[config.mk]
export PLATFORM = sky130hd
export DESIGN_NAME = pipe_hazard_regs
export DESIGN_NICKNAME = d
export VERILOG_FILES = /design/src/rtl/pipe_hazard_regs.sv
export SDC_FILE = /design/constraint.sdc
export NUM_CORES = 1
export LEC_CHECK = 0
export CORE_MARGIN = 2
export CORE_UTILIZATION = 40
export CTS_CLUSTER_SIZE = 10
export DETAILED_ROUTE_END_ITERATION = 16
export PLACE_DENSITY = 0.82
export SLEW_MARGIN = 0
export SYNTH_ARGS = -nofsm -noshare
export SYNTH_HDL_FRONTEND = slang
export SYNTH_SLANG_ARGS = --single-unit
[constraint.sdc]
create_clock -name clk -period 1.9 [get_ports clk]
set_input_delay 0.38 -clock clk [delete_from_list [all_inputs] [get_ports clk]]
set_output_delay 0.38 -clock clk [all_outputs]
set_load 0.01 [all_outputs]
[src/rtl/pipe_hazard_regs.sv]
// -----------------------------------------------------------------------------
// pipe_hazard_regs
//
// Carries the register-number and control fields of each instruction through
// the ID/EX -> EX/MEM -> MEM/WB pipeline registers. It feeds the forwarding
// unit and detects load-use hazards. On a hazard it raises Stall, which holds
// PC and IF/ID for one cycle, and it puts a bubble into ID/EX. A taken branch
// (Branch_Flush) also turns ID/EX into a bubble, and it overrides the stall,
// because the instruction sitting in ID is being killed.
//
// Ports
//   clk              pipeline clock; all state changes on the rising edge
//   reset            synchronous, active-low; clears every register
//   IF_ID_RS/RT      source register fields of the instruction in ID
//   ID_RD            destination register chosen in ID
//   ID_RegWrite      the ID instruction writes the register file
//   ID_MemRead       the ID instruction is a load
//   ID_UsesRT        the ID instruction reads rt
//   Branch_Flush     a taken branch resolved in EX; kill IF and ID
//   ID_EX_*          ID/EX fields (RS, RT, RD, RegWrite, MemRead)
//   EX_MEM_*         EX/MEM fields (RD, RegWrite, MemRead)
//   MEM_WB_*         MEM/WB fields (RD, RegWrite)
//   Stall            combinational; hold PC and IF/ID this cycle
//   Stall_Count      saturating count of stall cycles since reset
// -----------------------------------------------------------------------------
module pipe_hazard_regs #(
    parameter int CNT_W = 16
) (
    input  logic             clk,
    input  logic             reset,
    input  logic [4:0]       IF_ID_RS,
    input  logic [4:0]       IF_ID_RT,
    input  logic [4:0]       ID_RD,
    input  logic             ID_RegWrite,
    input  logic             ID_MemRead,
    input  logic             ID_UsesRT,
    input  logic             Branch_Flush,
    output logic [4:0]       ID_EX_RS,
    output logic [4:0]       ID_EX_RT,
    output logic [4:0]       ID_EX_RD,
    output logic             ID_EX_RegWrite,
    output logic             ID_EX_MemRead,
    output logic [4:0]       EX_MEM_RD,
    output logic             EX_MEM_RegWrite,
    output logic             EX_MEM_MemRead,
    output logic [4:0]       MEM_WB_RD,
    output logic             MEM_WB_RegWrite,
    output logic             Stall,
    output logic [CNT_W-1:0] Stall_Count
);

    localparam logic [CNT_W-1:0] CNT_MAX = {CNT_W{1'b1}};
    localparam logic [CNT_W-1:0] CNT_ONE = {{(CNT_W-1){1'b0}}, 1'b1};

    logic [4:0]       id_ex_rs_r;
    logic [4:0]       id_ex_rt_r;
    logic [4:0]       id_ex_rd_r;
    logic             id_ex_regwrite_r;
    logic             id_ex_memread_r;
    logic [4:0]       ex_mem_rd_r;
    logic             ex_mem_regwrite_r;
    logic             ex_mem_memread_r;
    logic [4:0]       mem_wb_rd_r;
    logic             mem_wb_regwrite_r;
    logic [CNT_W-1:0] stall_count_r;

    logic             rs_match_s;
    logic             rt_match_s;
    logic             hazard_s;
    logic             stall_s;
    logic             bubble_s;

    // Load-use detection against the load now in ID/EX; a destination of $0 is never a dependency.
    always_comb begin
        rs_match_s = 1'b0;
        rt_match_s = 1'b0;
        hazard_s   = 1'b0;
        if (id_ex_memread_r && (id_ex_rd_r != 5'd0)) begin
            rs_match_s = (id_ex_rd_r == IF_ID_RS);
            rt_match_s = ID_UsesRT && (id_ex_rd_r == IF_ID_RT);
            hazard_s   = rs_match_s || rt_match_s;
        end else begin
            hazard_s   = 1'b0;
        end
    end

    // The flush wins over the stall: an instruction that is being killed must not hold the front end.
    always_comb begin
        stall_s  = 1'b0;
        bubble_s = 1'b0;
        if (Branch_Flush) begin
            stall_s  = 1'b0;
            bubble_s = 1'b1;
        end else begin
            stall_s  = hazard_s;
            bubble_s = hazard_s;
        end
    end

    // Pipeline registers; only ID/EX sees bubbles, the older stages always advance.
    always_ff @(posedge clk) begin
        if (!reset) begin
            id_ex_rs_r        <= 5'd0;
            id_ex_rt_r        <= 5'd0;
            id_ex_rd_r        <= 5'd0;
            id_ex_regwrite_r  <= 1'b0;
            id_ex_memread_r   <= 1'b0;
            ex_mem_rd_r       <= 5'd0;
            ex_mem_regwrite_r <= 1'b0;
            ex_mem_memread_r  <= 1'b0;
            mem_wb_rd_r       <= 5'd0;
            mem_wb_regwrite_r <= 1'b0;
        end else begin
            if (bubble_s) begin
                id_ex_rs_r       <= 5'd0;
                id_ex_rt_r       <= 5'd0;
                id_ex_rd_r       <= 5'd0;
                id_ex_regwrite_r <= 1'b0;
                id_ex_memread_r  <= 1'b0;
            end else begin
                id_ex_rs_r       <= IF_ID_RS;
                id_ex_rt_r       <= IF_ID_RT;
                id_ex_rd_r       <= ID_RD;
                id_ex_regwrite_r <= ID_RegWrite;
                id_ex_memread_r  <= ID_MemRead;
            end
            ex_mem_rd_r       <= id_ex_rd_r;
            ex_mem_regwrite_r <= id_ex_regwrite_r;
            ex_mem_memread_r  <= id_ex_memread_r;
            mem_wb_rd_r       <= ex_mem_rd_r;
            mem_wb_regwrite_r <= ex_mem_regwrite_r;
        end
    end

    // Stall cycle counter; it holds at all-ones instead of wrapping so a long run never reads as small.
    always_ff @(posedge clk) begin
        if (!reset) begin
            stall_count_r <= {CNT_W{1'b0}};
        end else if (stall_s && (stall_count_r != CNT_MAX)) begin
            stall_count_r <= stall_count_r + CNT_ONE;
        end else begin
            stall_count_r <= stall_count_r;
        end
    end

    assign ID_EX_RS        = id_ex_rs_r;
    assign ID_EX_RT        = id_ex_rt_r;
    assign ID_EX_RD        = id_ex_rd_r;
    assign ID_EX_RegWrite  = id_ex_regwrite_r;
    assign ID_EX_MemRead   = id_ex_memread_r;
    assign EX_MEM_RD       = ex_mem_rd_r;
    assign EX_MEM_RegWrite = ex_mem_regwrite_r;
    assign EX_MEM_MemRead  = ex_mem_memread_r;
    assign MEM_WB_RD       = mem_wb_rd_r;
    assign MEM_WB_RegWrite = mem_wb_regwrite_r;
    assign Stall           = stall_s;
    assign Stall_Count     = stall_count_r;

endmodule
Word-level counts from Yosys, hierarchy flattened
Cells that the tools add are included.
W data, S select, Z words.
{"block": "totals", "reg_bits": 46, "out_inout_bits": 47, "elab_cells": 25, "input_bits": 21}
{"block": "op_classes", "add_sub_neg": 1, "reduce_logical": 6, "mux": 3, "eq_ne": 3, "n_bitwise": 1}
{"operator": "$add A16 B1 Y16 const B", "count": 1}
{"operator": "$ne A16 B16 Y1 const B", "count": 1}
{"operator": "$eq A5 B5 Y1", "count": 2}
{"operator": "$reduce_bool A5 Y1", "count": 1}
{"operator": "$logic_and A1 B1 Y1", "count": 3}
{"operator": "$mux W1", "count": 3}
{"operator": "$reduce_or A2 Y1", "count": 1}
{"operator": "$logic_or A1 B1 Y1", "count": 1}
{"operator": "$not A1 Y1", "count": 1}

Longest topological paths before layout
Gate-level depths: netlist (run 1).
{"block": "depth", "depth_word": 6, "depth_mapped": 7, "ltp_nobuf": 6}

Worst setup path before layout (run 1)
Ideal clock, no wire load.
{"block": "synth_path", "path_kind": "reg2out", "startpoint": "reg id_ex_rd_r[3] (netlist: ID_EX_RD[3])", "endpoint": "out Stall", "path_buffers": 1, "t_arrival_ns": 1.549, "path_stages_with_launch": 6, "required_ns": 1.520, "setup_slack_ns": -0.029, "cell_sequence": "dfxtp_1 > xor2_1 > nor4_2 > a32oi_2 > clkbuf_1 > nor3_1"}
{"block": "synth_between", "elab_chain_cells": 5, "elab_cells_between_ends": 8, "cone_classes": "eq/ne (2); mux (2); reduce/logical (4)"}
{"item": "start: declaration", "line": "57", "rtl": "logic [4:0] id_ex_rd_r;"}
{"item": "start signal: assignment", "line": "105", "rtl": "id_ex_rd_r <= 5'd0;"}
{"item": "start signal: assignment", "line": "117", "rtl": "id_ex_rd_r <= 5'd0;"}
{"item": "start signal: assignment", "line": "123", "rtl": "id_ex_rd_r <= ID_RD;"}
{"item": "$eq A5 B5 Y1", "line": "80", "rtl": "rt_match_s = ID_UsesRT && (id_ex_rd_r == IF_ID_RT);"}
{"item": "$logic_and A1 B1 Y1", "line": "80"}
{"item": "$logic_or A1 B1 Y1", "line": "81", "rtl": "hazard_s = rs_match_s || rt_match_s;"}
{"item": "$mux W1 (*)", "line": "78", "rtl": "if (id_ex_memread_r && (id_ex_rd_r != 5'd0)) begin"}
{"item": "$mux W1 (*)", "line": "91", "rtl": "if (Branch_Flush) begin"}
{"item": "end: declaration", "line": "48", "rtl": "output logic Stall,"}
Mark *: on every way between the ends. The rest lies on a longest branch, timed or not.

Worst setup path in the final report (run 1)
{"block": "layout_path", "startpoint": "reg id_ex_rd_r[1] (netlist: ID_EX_RD[1])", "endpoint": "out Stall"}
Same word-level chain as after synthesis.

==> results of run 1 <==
## kinds of logic (layout without fill, tap and decap cells)
group / Yosys count / in the layout / synth area share (%)
AOI/OAI and AO/OA: 27 / 27 / 9.593
xor gates and xnor gates: 10 / 10 / 4.600
adders and majority gates: 1 / 1 / 0.6569
buffers and inverters: 12 / 105 / 2.891
DFF: 46 / 46 / 48.36
muxes: 6 / 6 / 3.154
and+or+nand+nor: 94 / 94 / 30.75
## sequential cells by signal (all words and copies together) (netlist names)
name and flops:
Stall_Count 16, ID_EX_RegWrite 1, ID_EX_RD 5, EX_MEM_RD 5, EX_MEM_MemRead 1, ID_EX_MemRead 1
MEM_WB_RegWrite 1, ID_EX_RT 5, ID_EX_RS 5, EX_MEM_RegWrite 1, MEM_WB_RD 5
## cell usage in the layout (no fill, tap or decap), types with 5 or more instances in the layout
cell type and count:
sky130_fd_sc_hd__clkdlybuf4s50_1 63, sky130_fd_sc_hd__dfxtp_1 43, sky130_fd_sc_hd__and2_1 29, sky130_fd_sc_hd__buf_4 25
sky130_fd_sc_hd__nand2_1 13, sky130_fd_sc_hd__a21oi_1 10, sky130_fd_sc_hd__xor2_1 8, sky130_fd_sc_hd__o21ai_0 7
sky130_fd_sc_hd__or3_1 7, sky130_fd_sc_hd__nand4_1 6, sky130_fd_sc_hd__mux2i_1 6, sky130_fd_sc_hd__nor3_1 5
sky130_fd_sc_hd__nand3_1 5, sky130_fd_sc_hd__nand2b_1 5, sky130_fd_sc_hd__clkbuf_8 5
## through the flow
step,instances,hold WS (ns),setup TNS (ns)
finish,343,0.4735,-0.3323
global route,343,0.4786,-1.075
floorplan,196,0.5017,0
global placement,335,0.4402,-14.66
detailed placement,335,0.4583,-15.75
CTS,343,0.4676,-0.4015
## per-layer routing
metal  up-vias  GRT usage, %
met1       809         23.00
met3        13         4.144
met4         0         9.259
met2        38         29.43
li1        873             -
met5         -             0
## worst max-delay path by stage
stage / startpoint / endpoint / slack (ns)
3_5_place_dp: IF_ID_RT[2] / Stall / -0.63
2_1_floorplan: Stall_Count[0] / Stall_Count[0] / 0.01
3_3_place_gp: IF_ID_RT[3] / Stall / -0.61
5_1_grt: ID_EX_RD[1] / Stall_Count[8] / -0.18
6_report: ID_EX_RD[1] / Stall / -0.1
4_1_cts: ID_EX_RD[1] / Stall / -0.11
## cell type report
cell class              instances  area share [%]
repair buffers                 94           29.53
well taps                      54           2.288
clock inverters                 3           1.483
flip-flops and latches         46           31.31
inverters                       3          0.3814
multi-input cells             138           32.67
clock buffers                   5           2.331
## power breakdown
part | internal, mW | switching, mW | total, mW | leakage [nW]
Combinational | 0.111 | 0.0845 | 0.196 | 0.663
Sequential | 0.984 | 0.0112 | 0.996 | 0.375
Clock | 0.394 | 0.338 | 0.732 | 0.0585
Total | 1.49 | 0.434 | 1.92 | 1.10
## repair_timing
item	4_1_cts	5_1_grt
pin swaps	5	5
endpoints found under the setup margin	34	27
resized for setup	16	4
gates cloned	0	0
==> flow_summary.html, run 1 <==
<table>
<tr><th>Metric</th><th>Value</th></tr>
<tr><th colspan="2">Outcome</th></tr>
<tr><td>Status</td><td>finished, violations left</td></tr>
<tr><td>Violated checks</td><td>negative setup slack</td></tr>
<tr><th colspan="2">Finish</th></tr>
<tr><td>Layout-stage area growth over the synthesis result</td><td>55.06%</td></tr>
<tr><td># nets final</td><td>310</td></tr>
<tr><td>Multi-input gate area in the final layout</td><td>between 900 and 1000 µm²</td></tr>
<tr><td>Summed area of non-filler cells in the final layout</td><td>about 3000 µm²</td></tr>
<tr><td>Storage cell area</td><td>~900 µm²</td></tr>
<tr><td>Diodes inserted</td><td>0</td></tr>
<tr><td>Share of final-layout standard cells stronger than drive strength 1</td><td>19.72%</td></tr>
<tr><td>Post-layout util</td><td>63.36%</td></tr>
<tr><td>Filler cell count</td><td>374</td></tr>
<tr><th colspan="2">Hold path</th></tr>
<tr><td>Worst Hold Path Cells</td><td>1</td></tr>
<tr><td>Min-Delay Path Class</td><td>flop to flop</td></tr>
<tr><td>Origin of the worst min-delay path</td><td>EX_MEM_RegWrite</td></tr>
<tr><td>Hold worst-path end</td><td>MEM_WB_RegWrite</td></tr>
<tr><th colspan="2">Placed design</th></tr>
<tr><td>Place WS</td><td>-0.6283 ns</td></tr>
<tr><td>Post-place instance area</td><td>2806 µm²</td></tr>
<tr><td>RD Place Congestion</td><td>0.8509</td></tr>
<tr><td>Total of buffers placed on input and output ports</td><td>67</td></tr>
<tr><td>Half-perimeter wire length of the detailed placement result</td><td>approximately 3500 µm</td></tr>
<tr><th colspan="2">Power and ir drop</th></tr>
<tr><td>Maximum ir drop on the vdd rail</td><td>0.3445 mV</td></tr>
<tr><td>PD cells</td><td>651.4 nW/µm²</td></tr>
<tr><td>Leakage component of the power</td><td>around 1.1 nW</td></tr>
<tr><td>Final Power</td><td>1.923 mW</td></tr>
<tr><th colspan="2">Floorplan</th></tr>
<tr><td>Horizontal extent of the die</td><td>73 µm</td></tr>
<tr><td>Boundary Pins</td><td>68</td></tr>
<tr><td>Effective utilization at floorplan</td><td>between 40% and 50%</td></tr>
<tr><td>Die footprint</td><td>5329 µm²</td></tr>
<tr><td>Floorplan row count</td><td>25</td></tr>
<tr><td>Placeable core area</td><td>4661 µm²</td></tr>
<tr><td>Die Height</td><td>73 µm</td></tr>
<tr><th colspan="2">Drt</th></tr>
<tr><td>Routed vias</td><td>1733</td></tr>
<tr><td>Final antenna-violating net count</td><td>0</td></tr>
<tr><td>DRC viols</td><td>0</td></tr>
<tr><td>Number of DRC markers in iteration 0</td><td>69</td></tr>
<tr><td>Pre-Repair DR Iteration Count</td><td>4</td></tr>
<tr><td>Total detailed-routing wirelength</td><td>4659 µm</td></tr>
<tr><td>Wire length on met2</td><td>roughly 2400 µm</td></tr>
<tr><td>Detailed-routing wirelength on met1</td><td>1977 µm</td></tr>
<tr><td>Vias/cell</td><td>5.052</td></tr>
<tr><td>Routed wirelength normalized by instance count</td><td>around 14 µm</td></tr>
<tr><td>Total met3 wirelength after detailed routing</td><td>166 µm</td></tr>
<tr><td>Top metal layer carrying routed signals</td><td>met4</td></tr>
<tr><th colspan="2">CTS</th></tr>
<tr><td>CTS clock-pin slew for the worst setup and hold paths</td><td>0.09 ns</td></tr>
<tr><td>Buffer cell driving the clock tree root</td><td>sky130_fd_sc_hd__clkbuf_8</td></tr>
<tr><td>Number of clock sinks</td><td>46</td></tr>
<tr><td>Depth of the CTS H-tree</td><td>2</td></tr>
<tr><td>TritonCTS Buffers</td><td>5</td></tr>
<tr><td>Post-CTS Setup Bufs</td><td>0</td></tr>
<tr><td>CTS tree</td><td>built</td></tr>
<tr><td>Maximum buffer depth of the clock tree</td><td>2</td></tr>
<tr><td>Count of hold-fix buffers inserted at cts</td><td>0</td></tr>
<tr><td>Worst skew pair latency</td><td>0.30 ns</td></tr>
<tr><th colspan="2">Setup path</th></tr>
<tr><td>Setup crit start kind</td><td>flop</td></tr>
<tr><td>Category of the worst setup path capture point</td><td>output pin</td></tr>
<tr><td>Worst EP arrival</td><td>1.62 ns</td></tr>
<tr><td>Sum of buffers and inverters on the critical path</td><td>1</td></tr>
<tr><td>Reg-to-reg startpoint</td><td>ID_EX_RD[1]</td></tr>
<tr><td>Reg-to-reg endpoint</td><td>Stall_Count[14]</td></tr>
<tr><td>Worst path top cell family by delay</td><td>simple AND/OR/NAND/NOR gates</td></tr>
<tr><td>Cell at the slowest stage of the critical path</td><td>sky130_fd_sc_hd__or4_4</td></tr>
<tr><td>Delay of the slowest critical-path stage</td><td>0.55 ns</td></tr>
<tr><td>List of cells traversed by the critical path</td><td>or4_4, o21ai_2, nor3_2, buf_2</td></tr>
<tr><td>Critical path peak fanout</td><td>3</td></tr>
<tr><td>Req. time, crit path</td><td>1.52 ns</td></tr>
<tr><td>Minimum setup slack among reg-to-reg paths</td><td>-0.09 ns</td></tr>
<tr><td>Critical Setup Path Class</td><td>flop to output pin</td></tr>
<tr><td>R2R cell count</td><td>7</td></tr>
<tr><td>Number of gates on the worst path with buffers counted</td><td>4</td></tr>
<tr><th colspan="2">Synthesis</th></tr>
<tr><td>Most instantiated cells after synthesis</td><td>sky130_fd_sc_hd__dfxtp_1, sky130_fd_sc_hd__and2_1, sky130_fd_sc_hd__nand2_1</td></tr>
<tr><td>Net Count, Synth</td><td>218</td></tr>
<tr><td>Post-synth top area share</td><td>between 40% and 50%</td></tr>
<tr><td>Total standard cell area after synthesis</td><td>about 1900 µm²</td></tr>
<tr><td>Cells taking the most area after synthesis</td><td>sky130_fd_sc_hd__dfxtp_1, sky130_fd_sc_hd__and2_1, sky130_fd_sc_hd__xor2_1</td></tr>
<tr><td>Post-Synthesis Mean Instance Area</td><td>about 9.7 µm²</td></tr>
<tr><td>Most area-hungry cell type in the Yosys netlist</td><td>sky130_fd_sc_hd__dfxtp_1</td></tr>
<tr><td>Unique cell type count in the Yosys netlist</td><td>37</td></tr>
<tr><td>Warning count from the yosys run</td><td>0</td></tr>
<tr><td>Primary flip-flop cell chosen by synthesis mapping</td><td>sky130_fd_sc_hd__dfxtp_1</td></tr>
<tr><td>Number of standard cells after synthesis</td><td>between 150 and 200</td></tr>
<tr><td>Fraction of registers with async set/reset</td><td>0%</td></tr>
<tr><td>Cell with the most instances after synthesis</td><td>sky130_fd_sc_hd__dfxtp_1</td></tr>
<tr><td>Total of flip-flops plus latches after synthesis</td><td>46</td></tr>
<tr><td>Number of enable flip-flop cells after synthesis</td><td>0</td></tr>
<tr><td>Sequential share of the synthesized area</td><td>48.36%</td></tr>
<tr><th colspan="2">Global route</th></tr>
<tr><td>GR Util All Layers</td><td>18.33%</td></tr>
<tr><td>Total global routing overflow</td><td>0</td></tr>
<tr><td>First-pass GRT wire length</td><td>7424 µm</td></tr>
<tr><td>Vias in the first global route</td><td>1609</td></tr>
<tr><td>Pin count of the biggest net entering global routing</td><td>27</td></tr>
<tr><td>Antenna violations before repair</td><td>0</td></tr>
<tr><th colspan="2">Timing</th></tr>
<tr><td>Final count of pins violating max slew</td><td>0</td></tr>
<tr><td>Final setup vio count</td><td>4</td></tr>
<tr><td>Least setup slack across all paths after layout</td><td>-0.09994 ns</td></tr>
<tr><td>Total count of hold-check failures in the final report</td><td>0</td></tr>
<tr><td>Max Clock Freq</td><td>between 0.5 and 0.6 GHz</td></tr>
<tr><td>Post-route clock period utilization</td><td>105.3%</td></tr>
<tr><td>Least-Margin Pin Slew</td><td>0.3515 ns</td></tr>
<tr><td>Tightest slew margin relative to the limit</td><td>76.56%</td></tr>
<tr><td>Post-layout minimum cycle time</td><td>2.000 ns</td></tr>
<tr><td>Skew final</td><td>0.006837 ns</td></tr>
<tr><td>RSZ-0062 raised after global routing</td><td>true</td></tr>
<tr><th colspan="2">Flow run</th></tr>
<tr><td>Max-capacitance violation count</td><td>0</td></tr>
</table>
Note: power is estimated with default switching activity, not from simulation.
==> run 2: changes to the inputs <==
==> constraint.sdc (replaced) <==
create_clock -name clk -period 1.9 [get_ports clk]
set_input_delay 0.57 -clock clk [delete_from_list [all_inputs] [get_ports clk]]
set_output_delay 0.57 -clock clk [all_outputs]
set_load 0.01 [all_outputs]
==> flow_summary.html, run 2 (synthesis results as in run 1) <==
<table>
<tr><th>Metric</th><th>Value</th></tr>
<tr><th colspan="2">Timing</th></tr>
<tr><td>Post-route clock period utilization</td><td>116.4% (+11 points)</td></tr>
<tr><td>Tightest slew margin relative to the limit</td><td>71.39% (-5.2 points)</td></tr>
<tr><td>Total count of hold-check failures in the final report</td><td>0 (unchanged)</td></tr>
<tr><td>Post-layout minimum cycle time</td><td>2.211 ns (+0.2111 ns)</td></tr>
<tr><td>TNS Setup</td><td>-5.279 ns (-4.947 ns)</td></tr>
<tr><td>Final count of pins violating max slew</td><td>0 (unchanged)</td></tr>
<tr><td>Least-Margin Pin Slew</td><td>0.4292 ns (+0.07767 ns)</td></tr>
<tr><td>Max Clock Freq</td><td>0.4523 GHz (-9.5%)</td></tr>
<tr><td>Least setup slack across all paths after layout</td><td>-0.3110 ns (-0.2111 ns)</td></tr>
<tr><td>Skew final</td><td>0.005735 ns (-0.001103 ns)</td></tr>
<tr><td>RSZ-0062 raised after global routing</td><td>true</td></tr>
<tr><td>Final setup vio count</td><td>32 (+28)</td></tr>
<tr><th colspan="2">Power and ir drop</th></tr>
<tr><td>Leakage component of the power</td><td>1.367 nW (+25%)</td></tr>
<tr><td>Maximum ir drop on the vdd rail</td><td>0.3348 mV (-2.8%)</td></tr>
<tr><td>PD cells</td><td>583.6 nW/µm² (-10%)</td></tr>
<tr><th colspan="2">Global route</th></tr>
<tr><td>Vias in the first global route</td><td>1606 (-0.19%)</td></tr>
<tr><td>Antenna violations before repair</td><td>0 (unchanged)</td></tr>
<tr><td>First-pass GRT wire length</td><td>7486 µm (+0.84%)</td></tr>
<tr><td>GR Util All Layers</td><td>18.11% (-0.22 points)</td></tr>
<tr><td>Pin count of the biggest net entering global routing</td><td>27 (unchanged)</td></tr>
<tr><td>Total global routing overflow</td><td>0 (unchanged)</td></tr>
<tr><th colspan="2">Setup path</th></tr>
<tr><td>Req. time, crit path</td><td>1.33 ns (-0.19 ns)</td></tr>
<tr><td>Worst path top cell family by delay</td><td>simple AND/OR/NAND/NOR gates</td></tr>
<tr><td>Critical path peak fanout</td><td>2 (-1)</td></tr>
<tr><td>Cell at the slowest stage of the critical path</td><td>sky130_fd_sc_hd__nor4_4</td></tr>
<tr><td>Sum of buffers and inverters on the critical path</td><td>2 (+1)</td></tr>
<tr><td>List of cells traversed by the critical path</td><td>buf_6, xor2_2, nor4_4, a32oi_2, nor3_4, buf_2</td></tr>
<tr><td>Setup crit start kind</td><td>primary input</td></tr>
<tr><td>Delay of the slowest critical-path stage</td><td>0.33 ns (-0.22 ns)</td></tr>
<tr><td>Category of the worst setup path capture point</td><td>output pin</td></tr>
<tr><td>Critical Setup Path Class</td><td>primary input to output pin</td></tr>
<tr><td>Worst EP arrival</td><td>1.64 ns (+0.02 ns)</td></tr>
<tr><th colspan="2">Drt</th></tr>
<tr><td>Routed wirelength normalized by instance count</td><td>16.22 µm (+19%)</td></tr>
<tr><td>Total detailed-routing wirelength</td><td>5660 µm (+21%)</td></tr>
<tr><td>Final antenna-violating net count</td><td>0 (unchanged)</td></tr>
<tr><td>Vias/cell</td><td>5.292 (+4.7%)</td></tr>
<tr><td>Number of DRC markers in iteration 0</td><td>94 (+36%)</td></tr>
<tr><td>Routed vias</td><td>1847 (+6.6%)</td></tr>
<tr><td>Pre-Repair DR Iteration Count</td><td>4 (unchanged)</td></tr>
<tr><td>DRC viols</td><td>0 (unchanged)</td></tr>
<tr><th colspan="2">Finish</th></tr>
<tr><td>Diodes inserted</td><td>0 (unchanged)</td></tr>
<tr><td>Layout-stage area growth over the synthesis result</td><td>68.20%</td></tr>
<tr><td>Post-layout util</td><td>68.72% (+5.4 points)</td></tr>
<tr><td>Share of final-layout standard cells stronger than drive strength 1</td><td>32.54% (+13 points)</td></tr>
<tr><td># nets final</td><td>316 (+1.9%)</td></tr>
<tr><td>Most common cell after layout, fill and taps aside</td><td>sky130_fd_sc_hd__clkdlybuf4s50_1</td></tr>
<tr><td>Commonest non-fill, non-tap cells in the layout</td><td>sky130_fd_sc_hd__clkdlybuf4s50_1, sky130_fd_sc_hd__dfxtp_1, sky130_fd_sc_hd__and2_1, sky130_fd_sc_hd__buf_4, sky130_fd_sc_hd__nand2_1</td></tr>
<tr><td>Max FFs per register</td><td>16 (unchanged)</td></tr>
<tr><th colspan="2">Floorplan</th></tr>
<tr><td>Floorplan row count</td><td>25 (unchanged)</td></tr>
<tr><td>Horizontal extent of the die</td><td>73 µm (unchanged)</td></tr>
<tr><td>Effective utilization at floorplan</td><td>40.86% (unchanged)</td></tr>
<tr><td>Die footprint</td><td>5329 µm² (unchanged)</td></tr>
<tr><td>Die Height</td><td>73 µm (unchanged)</td></tr>
<tr><td>Boundary Pins</td><td>68 (unchanged)</td></tr>
<tr><td>Placeable core area</td><td>4661 µm² (unchanged)</td></tr>
<tr><th colspan="2">CTS</th></tr>
<tr><td>CTS tree</td><td>built</td></tr>
<tr><td>Maximum buffer depth of the clock tree</td><td>2 (unchanged)</td></tr>
<tr><td>Number of clock sinks</td><td>46 (unchanged)</td></tr>
<tr><td>Worst skew pair latency</td><td>0.31 ns (about the same)</td></tr>
<tr><td>TritonCTS Buffers</td><td>5 (unchanged)</td></tr>
<tr><td>Buffer cell driving the clock tree root</td><td>sky130_fd_sc_hd__clkbuf_8</td></tr>
<tr><td>CTS clock-pin slew for the worst setup and hold paths</td><td>0.09 ns (about the same)</td></tr>
<tr><td>Depth of the CTS H-tree</td><td>2 (unchanged)</td></tr>
<tr><th colspan="2">Placed design</th></tr>
<tr><td>Total of buffers placed on input and output ports</td><td>67 (unchanged)</td></tr>
<tr><td>Place WS</td><td>-1.071 ns (-0.4428 ns)</td></tr>
<tr><td>Half-perimeter wire length of the detailed placement result</td><td>3427 µm (-3.1%)</td></tr>
<tr><td>RD Place Congestion</td><td>0.7791 (-8.4%)</td></tr>
<tr><th colspan="2">Hold path</th></tr>
<tr><td>Min-Delay Path Class</td><td>primary input to flop</td></tr>
<tr><th colspan="2">Outcome</th></tr>
<tr><td>Violated checks</td><td>negative setup slack</td></tr>
<tr><td>Status</td><td>finished, violations left</td></tr>
<tr><th colspan="2">Flow run</th></tr>
<tr><td>Max-capacitance violation count</td><td>0 (unchanged)</td></tr>
</table>
[run 2: changes by cell type in the layout (fill, tap and decap cells not counted), sizes merged]
cell,before,now
buf,28,34
bufinv,1,0
clkbuf,5,8
clkdlybuf4s50,63,45
clkinvlp,0,1
dlygate4sd2,3,9
dlymetal6s2s,0,8
o211a,1,2
[run 2: what timing repair did]
action / in CTS / in global routing
setup buffers: 0 / 2
endpoints found under the setup margin: 38 / 47
gates cloned: 0 / 4
gates resized for setup: 37 / 51
pin swaps: 10 / 16
hold buffers: 0 / 0
[run 2: final timing paths]
kind	startpoint	end	slack [ns]	cells past startpoint
max	IF_ID_RT[3]	Stall	-0.31	6
min	IF_ID_RT[2]	ID_EX_RT[2]	0.47	2
max reg2reg	ID_EX_RD[3]	Stall_Count[8]	-0.25	8
min reg2reg	EX_MEM_RD[0]	MEM_WB_RD[0]	0.47	1
[run 2: metrics by stage]
| stage | cells | hold WS [ns] | cell area [µm²] | power [mW] |
|---|---|---|---|---|
| global placement | 335 | 0.4458 | 2818 | 1.208 |
| detailed placement | 335 | 0.4473 | 2818 | 1.212 |
| finish | 349 | 0.4655 | 3203 | 1.869 |
| floorplan | 196 | 0.5039 | 1931 | 1.095 |
| CTS | 343 | 0.4586 | 2922 | 1.824 |
| global route | 349 | 0.4607 | 3203 | 1.936 |
[run 2: power breakdown]
part / internal, mW / switching, mW
registers: 0.982 / 0.0116
logic: 0.128 / 0.112
clock network: 0.266 / 0.369
total: 1.38 / 0.493
[run 2: cell type report]
cell class | instances | area [µm²]
clock buffers | 5 | 68.82
clock inverters | 3 | 25.02
fillers | 331 | 1458
inverters | 3 | 11.26
multi-input cells | 139 | 1122
flip-flops and latches | 46 | 945.9
well taps | 54 | 67.56
repair buffers | 99 | 962.2
[run 2: layer usage]
layer	up-vias	GRT usage, %	part of all wire, %
li1	889	-	-
met1	871	22.66	42
met2	65	29.33	50
met3	22	5.110	4.8
met4	0	7.202	3.6
met5	-	0	0
==> run 3: changes to the inputs <==
- CAP_MARGIN: default -> 25
==> results of run 3 <==
The final DEF is identical to that of run 2; final timing and power are the same.
